==> src/rtl/ascii_uart_pkg.sv <==
// Shared constants and helpers for the ASCII digit UART transmitter.
package ascii_uart_pkg;

   // Byte-serialiser states
   localparam logic [1:0] BIT_IDLE  = 2'd0;
   localparam logic [1:0] BIT_START = 2'd1;
   localparam logic [1:0] BIT_DATA  = 2'd2;
   localparam logic [1:0] BIT_STOP  = 2'd3;

   // Frame sequencer states (the bit-level START/DATA/STOP phases live in uart_tx_byte)
   localparam logic [1:0] FR_IDLE = 2'd0;
   localparam logic [1:0] FR_SEND = 2'd1;
   localparam logic [1:0] FR_DONE = 2'd2;

   localparam logic [7:0] ASCII_CR       = 8'h0D;
   localparam logic [7:0] ASCII_LF       = 8'h0A;
   localparam int         UART_DATA_BITS = 8;

   // Byte carried at a given frame position: four digits thousands first, then CR LF.
   function automatic logic [7:0] frame_byte(input logic [31:0] word, input logic [2:0] idx);
      logic [7:0] b;
      case (idx)
         3'd0:    b = word[31:24];
         3'd1:    b = word[23:16];
         3'd2:    b = word[15:8];
         3'd3:    b = word[7:0];
         3'd4:    b = ASCII_CR;
         default: b = ASCII_LF;
      endcase
      return b;
   endfunction

endpackage

==> src/rtl/uart_tx_byte.sv <==
// Single-byte 8N1 serialiser. A start request seen during the last stop-bit cycle
// chains the next byte with no idle gap on the line.
module uart_tx_byte
   import ascii_uart_pkg::*;
#(
   parameter int CLKS_PER_BIT = 868
) (
   input  logic       clk,
   input  logic       rst,
   input  logic       start,
   input  logic [7:0] data,
   output logic       tx,
   output logic       byte_done
);

   localparam int                CNT_W     = (CLKS_PER_BIT > 1) ? $clog2(CLKS_PER_BIT) : 1;
   localparam logic [CNT_W-1:0]  BAUD_LAST = CNT_W'(CLKS_PER_BIT - 1);
   localparam logic [2:0]        BIT_LAST  = 3'(UART_DATA_BITS - 1);

   logic [1:0]       state;
   logic [CNT_W-1:0] baud_cnt;
   logic [2:0]       bit_cnt;
   logic [7:0]       shreg;
   logic             bit_end;

   assign bit_end   = (baud_cnt == BAUD_LAST);
   // Last cycle of the stop bit: the moment the next byte may be chained.
   assign byte_done = (state == BIT_STOP) && bit_end;

   // Bit-level state machine; tx is driven from a register so the line never glitches.
   always_ff @(posedge clk or negedge rst) begin
      if (!rst) begin
         state    <= BIT_IDLE;
         baud_cnt <= '0;
         bit_cnt  <= '0;
         shreg    <= '0;
         tx       <= 1'b1;
      end else begin
         // NOTE: non-blocking assignments so every register samples pre-edge values.
         case (state)
            BIT_IDLE: begin
               baud_cnt <= '0;
               bit_cnt  <= '0;
               tx       <= 1'b1;
               if (start) begin
                  shreg <= data;
                  state <= BIT_START;
                  tx    <= 1'b0;
               end
            end
            BIT_START: begin
               if (bit_end) begin
                  baud_cnt <= '0;
                  bit_cnt  <= '0;
                  tx       <= shreg[0];
                  state    <= BIT_DATA;
               end else begin
                  baud_cnt <= baud_cnt + 1'b1;
               end
            end
            BIT_DATA: begin
               if (bit_end) begin
                  baud_cnt <= '0;
                  if (bit_cnt == BIT_LAST) begin
                     tx    <= 1'b1;
                     state <= BIT_STOP;
                  end else begin
                     bit_cnt <= bit_cnt + 1'b1;
                     shreg   <= shreg >> 1;
                     tx      <= shreg[1];
                  end
               end else begin
                  baud_cnt <= baud_cnt + 1'b1;
               end
            end
            BIT_STOP: begin
               if (bit_end) begin
                  baud_cnt <= '0;
                  if (start) begin
                     shreg <= data;
                     tx    <= 1'b0;
                     state <= BIT_START;
                  end else begin
                     tx    <= 1'b1;
                     state <= BIT_IDLE;
                  end
               end else begin
                  baud_cnt <= baud_cnt + 1'b1;
               end
            end
            default: begin
               tx    <= 1'b1;
               state <= BIT_IDLE;
            end
         endcase
      end
   end

endmodule

==> src/rtl/ascii_uart_tx.sv <==
// Captures a four-digit ASCII word and sends it (plus optional CR LF) over UART 8N1.
// cross_ready throttles the upstream BCD converter: one word per frame, no queueing.
module ascii_uart_tx
   import ascii_uart_pkg::*;
#(
   parameter int CLKS_PER_BIT = 868,
   parameter int SEND_CRLF    = 1
) (
   input  logic        clk,
   input  logic        rst,
   input  logic [31:0] ascii_out,
   input  logic        bcd_ready,
   output logic        cross_ready,
   output logic        tx,
   output logic        busy,
   output logic        frame_done
);

   localparam logic [2:0] LAST_IDX = (SEND_CRLF != 0) ? 3'd5 : 3'd3;

   logic [1:0]  phase;
   logic [31:0] word_q;
   logic [2:0]  byte_idx;
   logic        capture;
   logic        byte_start;
   logic [7:0]  byte_data;
   logic        byte_done;

   assign capture = bcd_ready && cross_ready;

   // Feed the serialiser: byte 0 straight from the input at capture, later bytes from the held word.
   always_comb begin
      // NOTE: defaults first so no path leaves these unassigned (no latches).
      byte_start = 1'b0;
      byte_data  = 8'h00;
      if (capture) begin
         byte_start = 1'b1;
         byte_data  = ascii_out[31:24];
      end else if ((phase == FR_SEND) && byte_done && (byte_idx != LAST_IDX)) begin
         byte_start = 1'b1;
         byte_data  = frame_byte(word_q, byte_idx + 3'd1);
      end
   end

   // Frame sequencing, handshake and status outputs.
   always_ff @(posedge clk or negedge rst) begin
      if (!rst) begin
         phase       <= FR_IDLE;
         // NOTE: the held word is reset too; it is a handful of flops, not a RAM.
         word_q      <= '0;
         byte_idx    <= '0;
         cross_ready <= 1'b1;
         busy        <= 1'b0;
         frame_done  <= 1'b0;
      end else begin
         case (phase)
            FR_IDLE: begin
               if (capture) begin
                  word_q      <= ascii_out;
                  byte_idx    <= '0;
                  cross_ready <= 1'b0;
                  busy        <= 1'b1;
                  phase       <= FR_SEND;
               end
            end
            FR_SEND: begin
               if (byte_done) begin
                  if (byte_idx == LAST_IDX) begin
                     frame_done <= 1'b1;
                     phase      <= FR_DONE;
                  end else begin
                     byte_idx <= byte_idx + 3'd1;
                  end
               end
            end
            FR_DONE: begin
               frame_done  <= 1'b0;
               busy        <= 1'b0;
               cross_ready <= 1'b1;
               phase       <= FR_IDLE;
            end
            default: begin
               frame_done  <= 1'b0;
               busy        <= 1'b0;
               cross_ready <= 1'b1;
               phase       <= FR_IDLE;
            end
         endcase
      end
   end

   uart_tx_byte #(
      .CLKS_PER_BIT (CLKS_PER_BIT)
   ) u_tx_byte (
      .clk       (clk),
      .rst       (rst),
      .start     (byte_start),
      .data      (byte_data),
      .tx        (tx),
      .byte_done (byte_done)
   );

endmodule

==> config.mk <==
export PLATFORM = sky130hd
export DESIGN_NAME = ascii_uart_tx
export DESIGN_NICKNAME = d
export VERILOG_FILES = /design/src/rtl/ascii_uart_pkg.sv /design/src/rtl/uart_tx_byte.sv /design/src/rtl/ascii_uart_tx.sv
export SDC_FILE = /design/constraint.sdc
export NUM_CORES = 1
export LEC_CHECK = 0
export ABC_AREA = 0
export BUFFER_PORTS_ARGS = -buffer_cell sky130_fd_sc_hd__buf_2
export CAP_MARGIN = 20
export CORE_MARGIN = 2
export CORE_UTILIZATION = 45
export CTS_BUF_LIST = sky130_fd_sc_hd__clkbuf_4 sky130_fd_sc_hd__clkbuf_8
export CTS_CLUSTER_SIZE = 40
export DETAILED_ROUTE_END_ITERATION = 8
export GPL_ROUTABILITY_DRIVEN = 0
export HOLD_SLACK_MARGIN = 0.12
export PLACE_DENSITY_LB_ADDON = 0.05
export SKIP_CTS_REPAIR_TIMING = 1
export SYNTH_ARGS = -nofsm -noshare
export SYNTH_HDL_FRONTEND = slang
export SYNTH_SLANG_ARGS = --single-unit
==> constraint.sdc <==
create_clock -name clk -period 5.09 [get_ports clk]
set_clock_uncertainty 0.15 [all_clocks]
set_input_delay 0.509 -clock clk [delete_from_list [all_inputs] [get_ports clk]]
set_output_delay 0.509 -clock clk [all_outputs]
set_load 0.02 [all_outputs]
==> results of run 1 <==
[layout make-up]
cell class,instances,area [um^2],share of cell area
multi-input cells,199,1580,0.422
clock inverters,6,61.3,0.0164
inverters,13,48.8,0.0130
well taps,99,124,0.0330
clock buffers,9,124,0.0330
repair buffers,40,205,0.0547
flip-flops and latches,64,1600,0.428
[per-stage QoR]
step / power, uW / instances / area (um^2) / setup WS, ps
2_1_floorplan: 519 / 289 / 3290 / 2910
3_3_place_gp: 544 / 415 / 3560 / 2440
3_5_place_dp: 544 / 415 / 3560 / 2350
4_1_cts: 967 / 430 / 3750 / 2350
5_1_grt: 993 / 430 / 3750 / 2160
6_report: 953 / 430 / 3750 / 2350
[cells by family (layout without fill, tap and decap cells)]
group                      count (synthesis)  after routing  synth area share
and+or+nand+nor                           78             78             0.134
DFF                                       64             64             0.487
AOI/OAI and AO/OA                         60             60             0.133
muxes                                     38             38             0.137
buffers and inverters                     26             68            0.0330
adders and majority gates                 14             14            0.0532
xor gates and xnor gates                   9              9            0.0239
[per-layer routing]
metal  global-route usage  vias to the layer above  wire length [um]
li1                     -                     1121                 -
met1                0.269                     1131              3400
met2                0.263                       45              2950
met3               0.0406                       10               246
met4               0.0773                        0               129
met5                    0                        -                 0
[worst reg2reg max path: cells and delay by family (launching register included)]
| family | cells | cell delay [ps] |
|---|---|---|
| buf+inv | 1 | 180 |
| compound gates | 1 | 160 |
| mux | 1 | 320 |
| flops | 1 | 440 |
| fa+ha+maj | 1 | 710 |
| simple gates | 3 | 670 |
[registers in the layout, indices dropped and copies added, names as in the netlist, 2 cells and up]
signal	count
u_tx_byte.baud_cnt	10
u_tx_byte.shreg	8
u_tx_byte.bit_cnt	3
u_tx_byte.state	2
byte_idx	3
word_q	32
phase	2
[power groups by stage]
stage | sequential (uW) | clock (uW) | combinational [uW]
after floorplan | 518 | 0 | 0.780
after global placement | 518 | 0 | 25.5
after detailed placement | 518 | 0 | 25.7
after CTS | 508 | 433 | 25.6
after global routing | 508 | 456 | 28.7
final | 508 | 420 | 24.4
[how the worst max path moves through the flow]
stage	startpoint	end	slack (ps)	cells after the start
floorplan	byte_idx[1]	u_tx_byte.shreg[1]	2910	8
global placement	u_tx_byte.state[0]	u_tx_byte.shreg[7]	2440	7
detailed placement	u_tx_byte.state[0]	u_tx_byte.shreg[6]	2350	7
CTS	u_tx_byte.state[0]	u_tx_byte.shreg[5]	2350	7
global route	u_tx_byte.state[0]	u_tx_byte.shreg[3]	2160	7
finish	u_tx_byte.state[0]	u_tx_byte.shreg[5]	2350	7
[placed cells by master (no fill, tap or decap), types with 9 or more instances in the layout]
cell	n
dfrtp_1	62
buf_2	38
mux2_2	30
ha_1	14
inv_1	13
nand3_1	9
a21oi_1	13
o21ai_0	15
nor2_1	21
nand2_1	11
clkbuf_8	9
==> results_dict.tcl, run 1 <==
set metrics [dict create \
    h-tree-depth 3 \
    grt_pass1_vias 2196 \
    path_class "register to register" \
    synth_top_area_cell "dfrtp_1" \
    ys_warn_count 0 \
    drt_wl_total_um 6730 \
    synthCells 289 \
    yosys_most_used_dff "dfrtp_1" \
    num-fill-cells 665 \
    antenna_found_initial 0 \
    cts_tree "yes" \
    initial_core_util 0.459 \
    core_um2 7180 \
    relSlewSlack 0.458 \
    vias 2307 \
    max_stage_delay_ps 710 \
    p_int_uw 740 \
    post-route-period-util 0.539 \
    final_max_slew_viol_count 0 \
    critPathMaxFanout 23 \
    viasPerCell 5.37 \
    rr_startpoint "u_tx_byte.state[0]" \
    r2r_cells 7 \
    synth_top_area_share 0.471 \
    startpoint_type "register" \
    area_growth_pct 13.8 \
    yosysMostFrequentCell "dfrtp_1" \
    synth_common_cells "62 x dfrtp_1, 30 x mux2_2, 21 x nor2_1" \
    drtIter0Drc 112 \
    fp-row-count 31 \
    drt-wirelength-per-cell_um 15.6 \
    power_density_nw_per_um2 254 \
    cts.sinks 64 \
    drc_errors 0 \
    hold_violations 0 \
    power_frac_seq 0.534 \
    synthTopCellsByArea "dfrtp_1 47%, mux2_2 10%, ha_1 5.3%, mux2_4 2.7%, nor2_1 2.4%" \
    port_buffers 38 \
    cp.arrival_ps 2820 \
    swShare 0.224 \
    nNetsFinal 376 \
    whs_ps 194 \
    rr_endpoint "u_tx_byte.shreg[5]" \
    crit_required_ps 5170 \
    syn-mean-instance-area_um2 11.4 \
    ys_async_sr_fraction 1.00 \
    grt_pass1_wl_um 11000 \
    die_w_um 89.6 \
    cp_top_family "adder cells" \
    worst_setup_path_end_kind "register" \
    drive_gt1_frac 0.308 \
    fin_util 0.522 \
    cts_buffer_depth 2 \
    maxCapViolCount 0 \
    cts_buffers 9 \
    firstDrtPassIters 4 \
    clk_pin_slew_ps 70 \
    syn_nets 338 \
    grt_overflow_total 0 \
    synth_area_um2 3290 \
    ys_seq_area_frac 0.487 \
    ios 39 \
    status "completed" \
    crit_slowest_cell "ha_1" \
    die_area_um2 8020 \
    synth_edf_count 0 \
    ir_worst_vdd_uv 143 \
    grtUsageTotal 0.184 \
    tightest_slew_ps 814 \
    synth_seq_cells 64 \
    setup_violations 0 \
    power_frac_comb 0.026 \
    finalSetupTns_ps 0 \
    die_y_um 89.6 \
    grt_max_degree 65 \
    fmax_mhz 365 \
    p_leak_uw 0.00184 \
    detailed_place_hpwl_um 4680 \
    ant_nets 0 \
    clk_latency_ps 350 \
    p_sw_uw 213 \
    rsz0062_at_grt "no" \
    worst-r2r-setup-slack_ps 2350 \
    cp_cell_sequence "inv_1 -> ha_1 -> nand2b_1 -> nand2_1 -> o221ai_4 -> nor2_8 -> mux2_4" \
    fin_crit_ps 2740 \
    root_buffer "clkbuf_8" \
    crit_buf_inv 1 \
    synth.distinct_cells 53 \
    num_antenna_cells 0 \
    clock_power_share 0.441 \
    hp-class "input port to async pin" \
]
Note: power is estimated with default switching activity, not from simulation.
==> run 2: changes to the inputs <==
--- a/config.mk
+++ b/config.mk
@@ -5,7 +5,7 @@
 export SDC_FILE = /design/constraint.sdc
 export NUM_CORES = 1
 export LEC_CHECK = 0
-export ABC_AREA = 0
+export ABC_AREA = 1
 export BUFFER_PORTS_ARGS = -buffer_cell sky130_fd_sc_hd__buf_2
 export CAP_MARGIN = 20
 export CORE_MARGIN = 2
==> constraint.sdc (replaced) <==
create_clock -name clk -period 2.5 [get_ports clk]
set_clock_uncertainty 0.15 [all_clocks]
set_input_delay 0.25 -clock clk [delete_from_list [all_inputs] [get_ports clk]]
set_output_delay 0.25 -clock clk [all_outputs]
set_load 0.02 [all_outputs]
==> run 2 against run 1 <==
  * Worst setup slack lost 2000 ps
  * Global-route usage increased by 1.2 points
  * Wire length increased by 15%
  * Critical path type unchanged
  * Highest routed layer unchanged
==> results_dict.tcl, run 2 <==
set metrics [dict create \
    worst-r2r-setup-slack_ps 330 \
    port_buffers 38 \
    relSlewSlack 0.709 \
    p_sw_uw 1530 \
    critical_path.most_common_cell "nand2_1" \
    antenna_found_initial 0 \
    rsz0062_at_grt "no" \
    cts_buffers 9 \
    setup_violations 0 \
    cts_tree "yes" \
    die_y_um 91.2 \
    ir_worst_vdd_uv 490 \
    multi_input_area_um2 1590 \
    grt_overflow_total 0 \
    grt_pass1_vias 2814 \
    synth_area_um2 3420 \
    critPathMaxFanout 12 \
    synth.distinct_cells 33 \
    p_leak_uw 0.00226 \
    r2r_cells 11 \
    initial_core_util 0.469 \
    h-tree-depth 3 \
    tightest_slew_ps 436 \
    top_regs "word_q x32, u_tx_byte.baud_cnt x10, u_tx_byte.shreg x8" \
    root_buffer "clkbuf_8" \
    die_area_um2 8320 \
    regMostFlops "word_q" \
    nNetsFinal 572 \
    max_stage_delay_ps 440 \
    grt_max_degree 65 \
    cts_buffer_depth 2 \
    synth_edf_count 0 \
    fin_cells 627 \
    cp_cell_sequence "inv_1 -> ha_1 -> or2_2 -> o21ai_1 -> o21ai_0 -> inv_1 -> nand2_1 -> clkinv_1 -> nand2_1 -> nand2_1 -> nand2_1" \
    maxCapViolCount 0 \
    synth_seq_cells 64 \
    syn_nets 496 \
    hp-class "input port to async pin" \
    synth_top_area_share 0.453 \
    setup.worst_path.end "u_tx_byte.state[0]" \
    rr_endpoint "u_tx_byte.state[0]" \
    yosys_most_used_dff "dfrtp_1" \
    grtUsageTotal 0.196 \
    detailed_place_hpwl_um 5190 \
    crit_slowest_cell "dfrtp_1" \
    ff_latch_area_um2 1600 \
    status "completed" \
    ys_seq_area_frac 0.469 \
    power_uw 4090 \
    power_frac_comb 0.349 \
    grt_pass1_wl_um 13100 \
    fp-row-count 31 \
    cts.sinks 64 \
    swShare 0.373 \
    hold_violations 0 \
    synthTopCellsByArea "dfrtp_1 45%, nand2_1 21%, ha_1 5.1%, inv_1 4.6%, nor2_1 2.9%" \
    syn-mean-instance-area_um2 7.66 \
    worst_setup_path_end_kind "register" \
    vias 2958 \
    ys_warn_count 0 \
    dp.cells 578 \
    num_antenna_cells 0 \
    fmax_mhz 462 \
    drc_errors 0 \
    startpoint_type "register" \
    layout_commonest_cell "nand2_1" \
    p_int_uw 2570 \
    final_max_slew_viol_count 0 \
    largest_reg_flops 32 \
    yosysMostFrequentCell "nand2_1" \
    mostFrequentLayoutCells "193 x nand2_1, 62 x dfrtp_1, 42 x inv_1, 38 x buf_2, 33 x dlygate4sd3_1" \
    path_class "register to register" \
    firstDrtPassIters 4 \
    fin_area_um2 4280 \
    drt_wl_total_um 7710 \
    area_growth_pct 25.0 \
    finalSetupTns_ps 0 \
    synthCells 447 \
    clk_pin_slew_ps 70 \
    power_density_nw_per_um2 957 \
    num-fill-cells 686 \
    ant_nets 0 \
    die_w_um 91.2 \
    synth_top_area_cell "dfrtp_1" \
    clk_latency_ps 330 \
    ys_async_sr_fraction 1.00 \
    clock_power_share 0.238 \
    synth_common_cells "193 x nand2_1, 62 x dfrtp_1, 42 x inv_1" \
    drtIter0Drc 109 \
    drive_gt1_frac 0.161 \
    place_area_um2 3730 \
    post-route-period-util 0.866 \
    viasPerCell 4.72 \
    startpoint "u_tx_byte.state[0]" \
    ios 39 \
    cp.arrival_ps 2240 \
    fin_crit_ps 2170 \
    core_um2 7290 \
    rr_startpoint "u_tx_byte.state[0]" \
    crit_required_ps 2570 \
    drt-wirelength-per-cell_um 12.3 \
    power_frac_seq 0.413 \
]
[run 2: cell types whose count changed in the layout (fill, tap and decap cells not counted), sizes merged, moves of 9 or more]
cell         previous run  this run
nand2                  12       196
nand3                   9        18
nor2                   23        37
dlygate4sd3             0        33
mux2                   38         0
inv                    13        43
[run 2: metal layers]
layer | routed length (um) | GRT usage
met5 | 0 | 0
met2 | 3600 | 0.307
met1 | 3740 | 0.271
met3 | 206 | 0.0315
met4 | 170 | 0.0821
[run 2: cells by family after synthesis]
logic type,count (synthesis),share of synthesized area
AOI/OAI and AO/OA,42,0.0684
adders and majority gates,14,0.0512
buffers and inverters,56,0.0658
DFF,64,0.469
and+or+nand+nor,270,0.343
xor gates and xnor gates,1,0.00256
[run 2: how the worst min path moves through the flow]
stage	start	to	slack [ps]	depth (start not counted)
finish	rst	u_tx_byte.baud_cnt[6]	310	3
global route	word_q[22]	word_q[22]	350	2
CTS	rst	u_tx_byte.baud_cnt[5]	-220	2
detailed placement	rst	u_tx_byte.baud_cnt[5]	150	2
global placement	rst	u_tx_byte.baud_cnt[5]	150	2
floorplan	rst	busy	-200	0
[run 2: final cells by class]
cell class	count	area share
Inverter	46	0.0406
Sequential cell	64	0.375
Clock buffer	14	0.0436
Timing Repair Buffer	75	0.132
Clock inverter	2	0.00819
Tap cell	99	0.0289
Multi-Input combinational cell	327	0.372
[run 2: power groups by stage]
stage                     clock (uW)  sequential [uW]  combinational, uW
after floorplan                    0             1660               1070
after global placement             0             1700               1370
after detailed placement           0             1700               1400
after CTS                       1010             1690               1410
after global routing            1040             1750               1670
final                            975             1690               1430
[run 2: metrics by stage]
step	worst slack [ps]	hold WS, ps	utilization
after floorplan	711	-196	-
after global routing	87.8	354	0.587
after CTS	311	-220	0.542
after global placement	427	147	0.511
final	335	308	0.587
after detailed placement	334	146	0.511
[run 2: worst max-delay path, delay by kind of cell (launching register included)]
kind                       cells  cell delay, ps
DFF                            1             440
buffers and inverters          3             250
and+or+nand+nor                5             550
adders and majority gates      1             360
AOI/OAI and AO/OA              2             300
